==> src/rtl/cone_sweep_ctrl.sv <==
// Exhaustive sweep controller for a small combinational cone: it drives every input vector,
// waits for the cone to settle, samples the output, and compares it against a latched golden table.
module cone_sweep_ctrl #(
    parameter int N_IN          = 5,
    parameter int SETTLE_CYCLES = 2
) (
    input  logic                     clk,
    input  logic                     rst,
    input  logic                     start,
    input  logic                     abort,
    input  logic [(1<<N_IN)-1:0]     golden,
    output logic [N_IN-1:0]          cone_in,
    input  logic                     cone_out,
    output logic                     busy,
    output logic                     done,
    output logic                     pass,
    output logic [(1<<N_IN)-1:0]     truth,
    output logic [N_IN:0]            mismatch_cnt
);

    localparam int                N_VEC       = 1 << N_IN;
    localparam logic [N_IN-1:0]   LAST_VEC    = '1;
    localparam logic [3:0]        SETTLE_LOAD = 4'(SETTLE_CYCLES);

    typedef enum logic [1:0] {
        IDLE,
        SETTLE,
        SAMPLE,
        DONE
    } state_t;

    state_t               state_q;
    logic [N_VEC-1:0]     golden_q;
    logic [N_VEC-1:0]     truth_q;
    logic [N_IN:0]        mismatch_cnt_q;
    logic [N_IN-1:0]      vec_q;
    logic [3:0]           settle_cnt_q;
    logic [N_IN-1:0]      cone_in_q;
    logic                 busy_q;
    logic                 done_q;
    logic                 pass_q;

    logic [N_VEC-1:0]     truth_d;
    logic [N_IN:0]        mismatch_cnt_d;
    logic [N_IN-1:0]      vec_d;
    logic                 miss;

    // NOTE: always_comb uses blocking '=' and assigns a default before any partial update,
    // so no latch is inferred; the always_ff below uses only non-blocking '<='.
    always_comb begin
        truth_d        = truth_q;
        truth_d[vec_q] = cone_out;
        miss           = cone_out ^ golden_q[vec_q];
        mismatch_cnt_d = mismatch_cnt_q + (N_IN+1)'(miss);
        vec_d          = vec_q + N_IN'(1);
    end

    always_ff @(posedge clk) begin
        if (rst) begin
            state_q        <= IDLE;
            golden_q       <= '0;
            truth_q        <= '0;
            mismatch_cnt_q <= '0;
            vec_q          <= '0;
            settle_cnt_q   <= '0;
            cone_in_q      <= '0;
            busy_q         <= 1'b0;
            done_q         <= 1'b0;
            pass_q         <= 1'b0;
        end else begin
            case (state_q)
                IDLE: begin
                    if (start && !abort) begin
                        golden_q       <= golden;
                        truth_q        <= '0;
                        mismatch_cnt_q <= '0;
                        pass_q         <= 1'b0;
                        vec_q          <= '0;
                        settle_cnt_q   <= SETTLE_LOAD;
                        cone_in_q      <= '0;
                        busy_q         <= 1'b1;
                        state_q        <= SETTLE;
                    end
                end
                SETTLE: begin
                    if (abort) begin
                        state_q   <= IDLE;
                        busy_q    <= 1'b0;
                        cone_in_q <= '0;
                        pass_q    <= 1'b0;
                    end else begin
                        settle_cnt_q <= settle_cnt_q - 4'd1;
                        if (settle_cnt_q == 4'd1) begin
                            state_q <= SAMPLE;
                        end
                    end
                end
                SAMPLE: begin
                    // An aborted sample cycle leaves truth and the count untouched.
                    if (abort) begin
                        state_q   <= IDLE;
                        busy_q    <= 1'b0;
                        cone_in_q <= '0;
                        pass_q    <= 1'b0;
                    end else begin
                        truth_q        <= truth_d;
                        mismatch_cnt_q <= mismatch_cnt_d;
                        if (vec_q == LAST_VEC) begin
                            state_q   <= DONE;
                            busy_q    <= 1'b0;
                            done_q    <= 1'b1;
                            cone_in_q <= '0;
                            pass_q    <= (mismatch_cnt_d == '0);
                        end else begin
                            vec_q        <= vec_d;
                            cone_in_q    <= vec_d;
                            settle_cnt_q <= SETTLE_LOAD;
                            state_q      <= SETTLE;
                        end
                    end
                end
                DONE: begin
                    done_q  <= 1'b0;
                    state_q <= IDLE;
                end
                default: begin
                    state_q <= IDLE;
                end
            endcase
        end
    end

    assign cone_in      = cone_in_q;
    assign busy         = busy_q;
    assign done         = done_q;
    assign pass         = pass_q;
    assign truth        = truth_q;
    assign mismatch_cnt = mismatch_cnt_q;

endmodule

==> config.mk <==
export PLATFORM = sky130hd
export DESIGN_NAME = cone_sweep_ctrl
export DESIGN_NICKNAME = d
export VERILOG_FILES = /design/src/rtl/cone_sweep_ctrl.sv
export SDC_FILE = /design/constraint.sdc
export NUM_CORES = 1
export LEC_CHECK = 0
export BUFFER_PORTS_ARGS = -buffer_cell sky130_fd_sc_hd__buf_2
export CAP_MARGIN = 20
export CORE_UTILIZATION = 55
export CTS_CLUSTER_SIZE = 14
export DETAILED_ROUTE_END_ITERATION = 10
export GPL_ROUTABILITY_DRIVEN = 0
export PLACE_DENSITY = 0.88
export SKIP_LAST_GASP = 1
export SYNTH_ARGS = -nofsm -noshare
export SYNTH_HDL_FRONTEND = slang
export SYNTH_SLANG_ARGS = --single-unit
==> constraint.sdc <==
create_clock -name clk -period 8.5 [get_ports clk]
set_clock_uncertainty 0.05 [all_clocks]
set_input_delay 2.125 -clock clk [delete_from_list [all_inputs] [get_ports clk]]
set_output_delay 2.125 -clock clk [all_outputs]
set_load 0.02 [all_outputs]
==> summary.txt <==
GRT
  • Initial antenna violation count: 0
  • Pin count of the biggest net entering global routing: 89
  • Total GRT Usage: 24.85%
  • GRT Residual Overflow: 0
  • Vias in the first global route: about 3700
  • First-pass GRT wire length: 16.87 mm

Synth
  • Post-synthesis sequential area ratio: between 40% and 50%
  • Seq cells post-synth: 89
  • Area contributors post-synth: dfxtp_1 (41%), a21oi_1 (8.3%), nand2_1 (6.7%), a21boi_0 (5.0%), nand3_1 (4.2%)
  • Post-Syn Area: 4388 µm²
  • EDFF count, synth: 0
  • Commonest register cell after synthesis: dfxtp_1
  • Mapped Cells: 548
  • Share of the synthesized area in the top cell type: 40.60%
  • Largest area contributor in the netlist: dfxtp_1
  • Avg Cell Area, Syn: roughly 8.0 µm²
  • Syn nets: between 500 and 600
  • Synthesis warning total: 0
  • Asr flop ratio synth: 0%
  • Yosys cell types: 47

Critical path
  • Worst endpoint required time: 8.73 ns
  • CP startpoint: abort
  • Worst path max stage delay: 0.83 ns
  • Critical Path Stages: 6
  • Slowest CP cell: and2_1
  • Worst path cell trace: buf_2 -> nand2b_1 -> nor2_1 -> and2_1 -> nand3_1 -> a21oi_1
  • CP max FO: 28
  • Top delay family on crit path: simple AND/OR/NAND/NOR gates
  • Reg-to-Reg Start: vec_q[1]$_SDFFE_PP0P_
  • Setup slack, reg-to-reg: roughly 4.9 ns
  • Worst r2r path cells: 12
  • Setup crit end kind: flop
  • R2r endpoint: pass$_SDFFE_PP0P_
  • CP startpoint kind: input pin
  • CP bufs+invs: 1
  • CP Capture Point: truth[29]$_SDFFE_PP0P_
  • Crit path kind: input pin to flop
  • WP data arrival: 4.02 ns

STA
  • Max-Slew Margin vs Limit: 24.17%
  • Final max-slew violation count: 0
  • Final hold violations: 0
  • Slew at the pin with the worst max-slew slack: 1.136 ns
  • Final setup viols: 0
  • Post-route setup slack: between 4 and 5 ns
  • Fin crit share: 44.52%
  • Unrepaired setup endpoints after global routing: false
  • Worst hold margin: about 0.41 ns
  • Minimum clock period: 3.784 ns
  • Fin Setup TNS: 0 ns
  • Achievable frequency: 264.3 MHz

Detailed routing
  • DRT Pass-1 Iters: 5
  • Number of remaining DRC errors: 0
  • DRT iter0 DRCs: about 440
  • Final ANT Viol Nets: 0
  • DR vias/cell: slightly below 6
  • Wirelength per Cell: 14.60 µm
  • Total number of vias: 4076
  • Final WL: ~10 mm

Floorplan
  • Initial Utilization: 56.78%
  • Core ar.: 7727 µm²
  • Die Wd: between 90 and 100 µm
  • Top Ports: 83
  • Num rows: 32
  • Die height: 91.32 µm
  • Die area: 8339 µm²

Layout
  • Synthesis-to-finish area growth: 13.20%
  • Final nets: 651
  • Area of the multi-input gates: 2362 µm²
  • FF+latch area: 1782 µm²
  • ANT cells: 0
  • Layout cells sized above 1: 18.35%
  • Post-route cell area: 4967 µm²
  • Fill cells: 663
  • Most frequent cells in the layout: dfxtp_1 (89), buf_2 (82), nand2_1 (78)
  • Most common cell after layout, fill and taps aside: dfxtp_1
  • Final Core Density: 64.28%

CTS
  • Root Buffer: clkbuf_8
  • Clock transition at path regs: 0.08 ns
  • CTS tree: built
  • CTS Hold Bufs: 0
  • Cts repair resizes: 0
  • Clock Latency Late Sink: 0.36 ns
  • CTS Buf Count: 9
  • Postcts setup bufs: 0
  • Max clock buf depth: 2
  • H-tree Lvls: 3
  • CTS Sinks: 89

Place
  • Post-place setup slack: 4.400 ns
  • Placed cell area: 4746 µm²
  • Port bufs: 82
  • Dpl hpwl: 6.847 mm

Flow run
  • Max-cap violations: 0

Outcome
  • Status: complete, no violations

Power
  • Max VDD drop: 0.1306 mV
  • Pwr Density: 170.2 nW/µm²
  • P_leak: 1.884 nW

Worst hold path
  • Hold WC Path Type: flop to flop
stage by stage:
stage / power (mW) / instances
finish: 0.8456 / 707
CTS: 0.8458 / 706
global route: 0.8807 / 707
floorplan: 0.5307 / 548
detailed placement: 0.5532 / 690
global placement: 0.5494 / 690
routing by layer:
layer / share of wire [%] / routed length [µm] / vias to the layer above / track usage [%]
met5: 0 / 0 / - / 0
met4: 1.6 / 167 / 0 / 10.58
met3: 6.0 / 617 / 17 / 3.853
met2: 49 / 5007 / 153 / 40.40
met1: 44 / 4528 / 1888 / 32.74
li1: - / - / 2018 / -
worst min-delay path by stage:
stage	endpoint	startpoint	cells after the start
global placement	cone_in[4]$_SDFFE_PP0P_	cone_in[4]$_SDFFE_PP0P_	2
finish	golden_q[22]$_SDFFE_PP0P_	golden_q[22]$_SDFFE_PP0P_	2
CTS	cone_in[4]$_SDFFE_PP0P_	cone_in[4]$_SDFFE_PP0P_	2
global route	golden_q[14]$_SDFFE_PP0P_	golden_q[14]$_SDFFE_PP0P_	2
floorplan	golden_q[0]$_SDFFE_PP0P_	golden_q[0]$_SDFFE_PP0P_	2
detailed placement	cone_in[4]$_SDFFE_PP0P_	cone_in[4]$_SDFFE_PP0P_	2
Yosys cell counts, types with 2 or more instances:
library cell,count
a211oi_1,3
a21boi_0,29
a21oi_1,73
a22oi_1,8
and2_1,3
and3_1,4
buf_2,5
buf_4,3
buf_6,2
clkbuf_1,34
dfxtp_1,89
ha_1,14
inv_1,13
mux2i_1,18
nand2_1,78
nand2b_1,4
nand3_1,37
nand3b_1,4
nand4_1,2
nor2_1,32
nor2b_1,3
nor3_1,10
nor4_1,3
o21ai_0,35
o221ai_1,5
o22a_1,3
o22ai_1,2
o31a_1,2
or2_2,3
or3_1,2
or3b_2,3
xnor2_1,4
xor2_1,4
where the power goes:
group / internal [mW] / switching [mW] / leakage (nW)
Combinational: 0.0399 / 0.0634 / 1.06
Sequential: 0.432 / 0.0104 / 0.721
Clock: 0.152 / 0.148 / 0.103
final cells by class:
type	count	share of cell area [%]
clock inverters	4	1.033
flip-flops and latches	89	35.87
multi-input cells	402	47.56
well taps	102	2.569
repair buffers	85	8.866
inverters	13	0.9824
clock buffers	12	3.123
registers in the layout, indices dropped and copies added (netlist names):
signal and cells:
golden_q 32, truth 32, mismatch_cnt 6, cone_in 5, vec_q 5, settle_cnt_q 4, state_q 2, busy 1
done 1, pass 1
kinds of logic after synthesis:
family	Yosys count	share of synthesized area [%]
XOR/XNOR	8	1.597
flip-flops	89	40.60
AO/OA/AOI/OAI	168	22.98
buffers and inverters	57	5.617
AND/OR/NAND/NOR	194	21.10
multiplexers	18	4.106
adder cells (fa/ha/maj)	14	3.992
worst min-delay path, stage by stage (launching register included):
cell and delay (ns):
dfxtp_1 0.32, nand2_1 0.05, a21oi_1 0.05
Power figures use the tool's default switching activity.
